### src/rtl/lsram_fifo_pkg.sv
// Shared helpers for the LSRAM FIFO controller: log2 and parameter legality.
package lsram_fifo_pkg;

  localparam int PIPE_MAX = 1;

  function automatic int clog2(input int value);
    int v;
    int r;
    r = 0;
    v = value - 1;
    while (v > 0) begin
      r = r + 1;
      v = v >> 1;
    end
    return r;
  endfunction

  function automatic bit is_pow2(input int value);
    return (value > 0) && ((value & (value - 1)) == 0);
  endfunction

  function automatic bit params_legal(input int depth, input int awidth,
                                      input int aempty_th, input int afull_th,
                                      input int pipe);
    return is_pow2(depth) && (depth >= 4) && (depth <= 4096) &&
           (awidth == clog2(depth)) && (aempty_th < afull_th) &&
           (afull_th <= depth) && (pipe >= 0) && (pipe <= PIPE_MAX);
  endfunction

endpackage

### src/rtl/lsram_fifo_ptr.sv
// Wrapping RAM address pointer; natural binary rollover from DEPTH-1 to 0.
module lsram_fifo_ptr
  import lsram_fifo_pkg::*;
#(
  parameter int AWIDTH = 7
) (
  input  logic              i_clk,
  input  logic              i_rst,
  input  logic              i_inc,
  output logic [AWIDTH-1:0] o_ptr
);

  logic [AWIDTH-1:0] r_ptr;

  always_ff @(posedge i_clk or posedge i_rst) begin
    if (i_rst) begin
      r_ptr <= '0;
    end else if (i_inc) begin
      r_ptr <= r_ptr + 1'b1;
    end
  end

  assign o_ptr = r_ptr;

endmodule

### src/rtl/lsram_fifo_ctrl.sv
// Single-clock FIFO sequencer for a dual-port LSRAM: strobes, pointers,
// occupancy, status/error flags and read-data valid realignment.
module lsram_fifo_ctrl
  import lsram_fifo_pkg::*;
#(
  parameter int WIDTH     = 32,
  parameter int DEPTH     = 128,
  parameter int AWIDTH    = 7,
  parameter int PIPE      = 1,
  parameter int AFULL_TH  = 120,
  parameter int AEMPTY_TH = 8
) (
  input  logic              CLOCK,
  input  logic              RESET,
  input  logic              WE,
  input  logic [WIDTH-1:0]  WDATA,
  input  logic              RE,
  input  logic              CLR_ERR,
  output logic [WIDTH-1:0]  RAM_WDATA,
  output logic [AWIDTH-1:0] RAM_WADDR,
  output logic              RAM_WEN,
  output logic [AWIDTH-1:0] RAM_RADDR,
  output logic              RAM_REN,
  input  logic [WIDTH-1:0]  RAM_RDATA,
  output logic [WIDTH-1:0]  DOUT,
  output logic              DVALID,
  output logic              FULL,
  output logic              EMPTY,
  output logic              AFULL,
  output logic              AEMPTY,
  output logic [AWIDTH:0]   COUNT,
  output logic              OVERFLOW,
  output logic              UNDERFLOW
);

  if (!params_legal(DEPTH, AWIDTH, AEMPTY_TH, AFULL_TH, PIPE)) begin : g_param_error
    $error("lsram_fifo_ctrl: illegal parameter combination");
  end

  localparam logic [AWIDTH:0] LP_DEPTH  = DEPTH[AWIDTH:0];
  localparam logic [AWIDTH:0] LP_AFULL  = AFULL_TH[AWIDTH:0];
  localparam logic [AWIDTH:0] LP_AEMPTY = AEMPTY_TH[AWIDTH:0];

  // Push/pop handshake: WE/RE are requests, registered FULL/EMPTY act as the
  // ready. A request is taken in the cycle it is high and its flag is clear;
  // a refused request is not retried and raises the sticky error flag.
  logic w_push_ok;
  logic w_pop_ok;
  logic [AWIDTH:0] w_count_nxt;

  logic [AWIDTH:0] r_count;
  logic            r_full;
  logic            r_empty;
  logic            r_afull;
  logic            r_aempty;
  logic            r_ovf;
  logic            r_udf;
  logic [PIPE:0]   r_vpipe;

  assign w_push_ok = WE & ~r_full;
  assign w_pop_ok  = RE & ~r_empty;

  lsram_fifo_ptr #(.AWIDTH(AWIDTH)) u_wr_ptr (
    .i_clk (CLOCK),
    .i_rst (RESET),
    .i_inc (w_push_ok),
    .o_ptr (RAM_WADDR)
  );

  lsram_fifo_ptr #(.AWIDTH(AWIDTH)) u_rd_ptr (
    .i_clk (CLOCK),
    .i_rst (RESET),
    .i_inc (w_pop_ok),
    .o_ptr (RAM_RADDR)
  );

  always_comb begin
    w_count_nxt = r_count;
    if (w_push_ok && !w_pop_ok) begin
      w_count_nxt = r_count + 1'b1;
    end else if (!w_push_ok && w_pop_ok) begin
      w_count_nxt = r_count - 1'b1;
    end
  end

  // Flags are computed from the next occupancy so they settle with COUNT.
  always_ff @(posedge CLOCK or posedge RESET) begin
    if (RESET) begin
      r_count  <= '0;
      r_full   <= 1'b0;
      r_empty  <= 1'b1;
      r_afull  <= 1'b0;
      r_aempty <= 1'b1;
      r_ovf    <= 1'b0;
      r_udf    <= 1'b0;
    end else begin
      r_count  <= w_count_nxt;
      r_full   <= (w_count_nxt == LP_DEPTH);
      r_empty  <= (w_count_nxt == '0);
      r_afull  <= (w_count_nxt >= LP_AFULL);
      r_aempty <= (w_count_nxt <= LP_AEMPTY);
      r_ovf    <= (WE & r_full) | (r_ovf & ~CLR_ERR);
      r_udf    <= (RE & r_empty) | (r_udf & ~CLR_ERR);
    end
  end

  // Valid delay line matched to the RAM read latency (PIPE+1 cycles).
  always_ff @(posedge CLOCK or posedge RESET) begin
    if (RESET) begin
      r_vpipe <= '0;
    end else begin
      r_vpipe[0] <= w_pop_ok;
      for (int i = 1; i <= PIPE; i++) begin
        r_vpipe[i] <= r_vpipe[i-1];
      end
    end
  end

  assign RAM_WDATA = WDATA;
  assign RAM_WEN   = w_push_ok;
  assign RAM_REN   = w_pop_ok;
  assign DOUT      = RAM_RDATA;
  assign DVALID    = r_vpipe[PIPE];
  assign FULL      = r_full;
  assign EMPTY     = r_empty;
  assign AFULL     = r_afull;
  assign AEMPTY    = r_aempty;
  assign COUNT     = r_count;
  assign OVERFLOW  = r_ovf;
  assign UNDERFLOW = r_udf;

endmodule
### config.mk
export PLATFORM = sky130hd
export DESIGN_NAME = lsram_fifo_ctrl
export DESIGN_NICKNAME = d
export VERILOG_FILES = /design/src/rtl/lsram_fifo_pkg.sv /design/src/rtl/lsram_fifo_ptr.sv /design/src/rtl/lsram_fifo_ctrl.sv
export SDC_FILE = /design/constraint.sdc
export NUM_CORES = 1
export LEC_CHECK = 0
export BUFFER_PORTS_ARGS = -buffer_cell sky130_fd_sc_hd__buf_2
export CAP_MARGIN = 10
export CORE_MARGIN = 5
export CORE_UTILIZATION = 39
export DETAILED_ROUTE_END_ITERATION = 6
export PLACE_DENSITY = 0.8
export SLEW_MARGIN = 20
export SYNTH_ARGS = -nofsm -noshare
export SYNTH_HDL_FRONTEND = slang
export SYNTH_HIERARCHICAL = 1
export SYNTH_SLANG_ARGS = --single-unit
### constraint.sdc
create_clock -name CLOCK -period 2.77 [get_ports CLOCK]
set_clock_uncertainty 0.1 [all_clocks]
set_input_delay 0.1385 -clock CLOCK [delete_from_list [all_inputs] [get_ports CLOCK]]
set_output_delay 0.1385 -clock CLOCK [all_outputs]
set_load 0.01 [all_outputs]
# Word-level counts from Yosys, hierarchy flattened
# Index checks and enable logic that the tools add are counted.
# Widths: inputs -> output; s select.
[totals]
regBits = 30
input_bits = 69
out_inout_bits = 95
[classes]
addsub = 4
magnitude_cmp = 2
n_eq_ne = 1
n_mux = 2
n_bitwise = 11
n_reduce_logical = 5
[op_table]
columns = ["cell", "n"]
rows = [
  ["$mux 8", 2],
  ["$add 7x1->7 const B", 2],
  ["$add 8x1->8 const B", 1],
  ["$eq 8x8->1 const B", 1],
  ["$ge 8x7->1 const B", 1],
  ["$le 8x4->1 const B", 1],
  ["$logic_not 8->1", 1],
  ["$sub 8x1->8 const B", 1],
  ["$and 1x1->1", 6],
  ["$not 1->1", 3],
  ["$logic_and 1x1->1", 2],
  ["$logic_not 1->1", 2],
  ["$or 1x1->1", 2],
]

# Depth between registers and ports, before layout
[depth]
depth_word = 7
ltp_mapped = 8
mapped_depth_nobuf = 7

# Hierarchy
# The synthesis kept the hierarchy.
[by_module_without_submodules]
columns = ["module", "instances", "cells_per_inst", "area_each_um2"]
rows = [
  ["lsram_fifo_ctrl", 1, 152, 1432.6],
  ["lsram_fifo_ptr", 2, 23, 286.5],
]

# Worst setup path after synthesis
# Ideal clock, no wire load.
[synth_path]
path_type = "reg2reg"
startpoint = "reg r_count[0] (netlist: COUNT[0])"
endpoint = "reg r_aempty (netlist: AEMPTY)"
setup_ps = 99
arrival_time_ps = 1925
required_ps = 2571
setup_slack_ps = 646
stages_incl_launch_ff = 7
n_path_buf = 0
period_less_slack_ps = 2124
path_cell_list = "dfrtp_1 -> inv_1 -> ha_1 -> or4_4 -> o211ai_2 -> o21ai_1 -> a2111oi_4"
[synth_via]
elab_chain_len = 4
[synth_rtl]
columns = ["element", "line", "source"]
rows = [
  ["from (decl)", "lsram_fifo_ctrl.sv:51", "logic [AWIDTH:0] r_count;"],
  ["from (signal assigned)", "lsram_fifo_ctrl.sv:97", "r_count <= w_count_nxt;"],
  ["$sub 8x1->8", "lsram_fifo_ctrl.sv:82", "w_count_nxt = r_count - 1'b1;"],
  ["$mux 8", "lsram_fifo_ctrl.sv:81", "end else if (!w_push_ok && w_pop_ok) begin"],
  ["$mux 8 (*)", "lsram_fifo_ctrl.sv:79", "if (w_push_ok && !w_pop_ok) begin"],
  ["$le 8x4->1 (*)", "lsram_fifo_ctrl.sv:101", "r_aempty <= (w_count_nxt <= LP_AEMPTY);"],
  ["to (signal assigned)", "lsram_fifo_ctrl.sv:101", ""],
  ["to (decl)", "lsram_fifo_ctrl.sv:55", "logic r_aempty;"],
]
# Every way passes the cells marked *; elsewhere a longest branch is shown, timed or not.
# A chain may end at the register's enable or synchronous reset.

# Worst setup path in the final report
[layout_path]
startpoint = "reg r_count[0] (netlist: COUNT[0])"
endpoint = "reg r_empty (netlist: EMPTY)"
[layout_via]
elab_chain_len = 4
[layout_rtl]
columns = ["element", "line", "source"]
rows = [
  ["$sub 8x1->8", "lsram_fifo_ctrl.sv:82", ""],
  ["$mux 8", "lsram_fifo_ctrl.sv:81", ""],
  ["$mux 8 (*)", "lsram_fifo_ctrl.sv:79", ""],
  ["$logic_not 8->1 (*)", "lsram_fifo_ctrl.sv:99", "r_empty <= (w_count_nxt == '0);"],
  ["to (signal assigned)", "lsram_fifo_ctrl.sv:99", ""],
  ["to (decl)", "lsram_fifo_ctrl.sv:53", "logic r_empty;"],
]
# Marked as above.

==> metrics.yaml <==
finish:
  layout.nets: 248
  multi_input_area_um2: 693.2
  nFillCells: 503
  ff_latch_area_um2: 753.2
  drive_gt1_share_pct: 35.23
  final_cell_area_um2: 1857
  n_antenna_cell: 0
  area_delta_synth_final_pct: -7.424
die:
  die_h_um: 81.71
  start_util_pct: 39.78
  coreArea_um2: 5042
  die_w_um: 81.71
  num_io_pins: 164
  rows: 26
  dieArea_um2: 6677
clock_tree:
  cts_root_buffer: "clkbuf_8"
  cts_max_level: 2
  clk_path_buf_depth: 2
  cts_setup_buffers: 0
  cts_tree: "built"
  cts_buffers: 5
  clk_latency_ns: 0.28
  path_clk_slew_ns: 0.06
  cts_sinks: 30
worst_setup_path:
  endpoint_kind: "flip-flop"
  r2r-start: "COUNT[0]"
  reg2reg_setup_slack_ns: 0.55
  path_max_fanout: 6
  crit_chain: "inv_1 -> ha_1 -> or4_4 -> o211ai_2 -> o221ai_1 -> nor4_1"
  crit_slowest_cell: "or4_4"
  cp_num_buf_inv: 1
  startpoint_type: "flip-flop"
  crit_family: "simple AND/OR/NAND/NOR gates"
  cp_data_arrival_time_ns: 2.29
  critPathRequiredTime_ns: 2.84
  crit_start: "COUNT[0]"
  reg2regPathDepth: 6
  rr_endpoint: "EMPTY"
  critPathKind: "reg -> reg"
  cp_slowest_stage_delay_ns: 0.52
outcome:
  status: "finished, final reports clean"
detailed_routing:
  dr.pass1.iters: 3
  ant_nets: 0
  finalWirelength_mm: 3.450
  routed-via-count: 1154
  wl_per_cell_um: 14.02
  drtIter0Drc: 37
  post-route-drc-count: 0
  routed_via_density: 4.691
power:
  leakage_uw: 0.0008516
  powerDensity_nw_per_um2: 1064
  peakVddDrop_uv: 567.5
synthesis:
  synth_enable_flop_cells: 0
  yosys.area.top_type: "dfrtp_1"
  syn_area_per_cell_um2: 10.13
  yosys_warnings: 6
  ys.flop_type: "dfrtp_1"
  ys_seq_elements: 30
  yosysMostFrequentCell: "buf_4"
  ys_seq_area_share_pct: 37.55
  syn-num-nets: 271
  synth_cells: 198
  synthesis.area_um2: 2006
  synth.distinct_cells: 44
  ys_top_cells_by_count: "64 x buf_4, 28 x dfrtp_1, 11 x nand2_1, 10 x nor2_1, 8 x xnor2_1"
  synth_area_leaders: "dfrtp_1 35%, buf_4 24%, xnor2_1 3.5%"
  yosys.area.top_type_share_pct: 34.93
  async_flop_share_pct: 100.0
worst_hold_path:
  hold_path_startpoint: "WE"
  whs_path_depth: 3
  whs_endpoint: "OVERFLOW"
  hold_class: "in -> reg"
sta:
  hold_ws_ns: 0.01373
  layout_min_cycle_time_ns: 2.217
  setup_violations: 0
  finalMaxSlewViolations: 0
  fin_crit_sh_pct: 80.03
  tns_ns: 0
  rsz0062_at_grt: "false"
  tightest_slew_ns: 0.5974
  hold_viol: 0
  max_slew_margin_pct: 60.13
  max_freq_mhz: 451.1
grt:
  antenna_found_initial: 0
  grt_use_total_pct: 10.78
  grt_max_degree: 17
  grt-ovfl-total: 0
  grt_pass1_wl_mm: 5.478
  grt_pass1_vias: 1185
job:
  max-cap-violations: 0
placed_design:
  portBuffers: 35
  place_hpwl_mm: 2.711
  gp_congestion: 0.8399
  place_area_um2: 1754
==> cell type report <==
class / count / area share, %
clock buffer: 6 / 3.908
clock inverter: 2 / 0.5391
inverter: 10 / 2.426
multi-input combinational: 91 / 37.33
sequential: 30 / 40.57
tap: 70 / 4.717
timing repair buffer: 37 / 10.51
==> metrics by stage <==
stage / setup slack [ns] / total power [uW] / cells / utilization, %
floorplan: 0.6459 / 1467 / 198 / -
global placement: 0.6491 / 1631 / 236 / 34.79
detailed placement: 0.5334 / 1664 / 236 / 34.79
CTS: 0.5254 / 2008 / 246 / 36.82
global route: 0.4167 / 2127 / 246 / 36.82
finish: 0.5532 / 1975 / 246 / 36.82
==> state kept, by name, indices dropped and copies added, names as in the netlist <==
name	count
EMPTY	1
UNDERFLOW	1
AEMPTY	1
u_wr_ptr/o_ptr	7
OVERFLOW	1
AFULL	1
COUNT	8
r_vpipe	2
u_rd_ptr/o_ptr	7
FULL	1
==> worst reg2reg max path: stages, from the launching register on <==
cell	delay [ns]
dfrtp_1	0.43
inv_1	0.13
ha_1	0.36
or4_4	0.52
o211ai_2	0.08
o221ai_1	0.17
nor4_1	0.32
==> repair_timing <==
item,CTS,global route
hold buffers,2,0
hold endpoints to repair,30,0
resized for setup,0,0
==> logic make-up (layout without fill, tap and decap cells) <==
| logic type | after synthesis | in the layout | synth area share, % |
|---|---|---|---|
| and+or+nand+nor | 52 | 52 | 16.03 |
| xor gates and xnor gates | 16 | 16 | 7.362 |
| DFF | 30 | 30 | 37.55 |
| adders and majority gates | 4 | 4 | 2.495 |
| AOI/OAI and AO/OA | 17 | 17 | 7.549 |
| muxes | 2 | 2 | 1.123 |
| buffers and inverters | 77 | 55 | 27.89 |
==> power by group <==
group / switching, uW / internal [uW]
sequential: 206 / 619
combinational: 446 / 372
clock: 158 / 174
total: 811 / 1160
==> metal layers <==
| layer | up-vias | GRT usage, % | part of all wire (%) |
|---|---|---|---|
| met1 | 544 | 11.37 | 40 |
| li1 | 553 | - | - |
| met2 | 51 | 18.24 | 50 |
| met5 | - | 0 | 0 |
| met3 | 6 | 5.263 | 8.6 |
| met4 | 0 | 4.651 | 1.3 |
==> worst max path at each step <==
stage | slack [ns] | end | depth (start not counted)
final | 0.55 | EMPTY | 6
after global routing | 0.42 | EMPTY | 6
after CTS | 0.53 | EMPTY | 6
after detailed placement | 0.53 | EMPTY | 6
after global placement | 0.65 | AEMPTY | 6
after floorplan | 0.65 | AEMPTY | 6
==> cells in the final DEF (no fill, tap or decap), types with 2 or more instances in the layout <==
| cell type | instances |
|---|---|
| clkinv_2 | 2 |
| ha_1 | 4 |
| nor4_2 | 2 |
| nand4_1 | 5 |
| dlygate4sd3_1 | 2 |
| nor4_1 | 3 |
| dfrtp_1 | 28 |
| mux2_2 | 2 |
| or4_4 | 2 |
| nor2_1 | 10 |
| nand3_1 | 3 |
| inv_1 | 7 |
| nand2_1 | 11 |
| xor2_1 | 7 |
| xnor2_1 | 8 |
| o21ai_0 | 2 |
| nor3_1 | 6 |
| buf_2 | 35 |
| o21a_1 | 3 |
| clkbuf_8 | 5 |
| dfstp_2 | 2 |
| nand2b_4 | 2 |
Power figures use the tool's default switching activity.
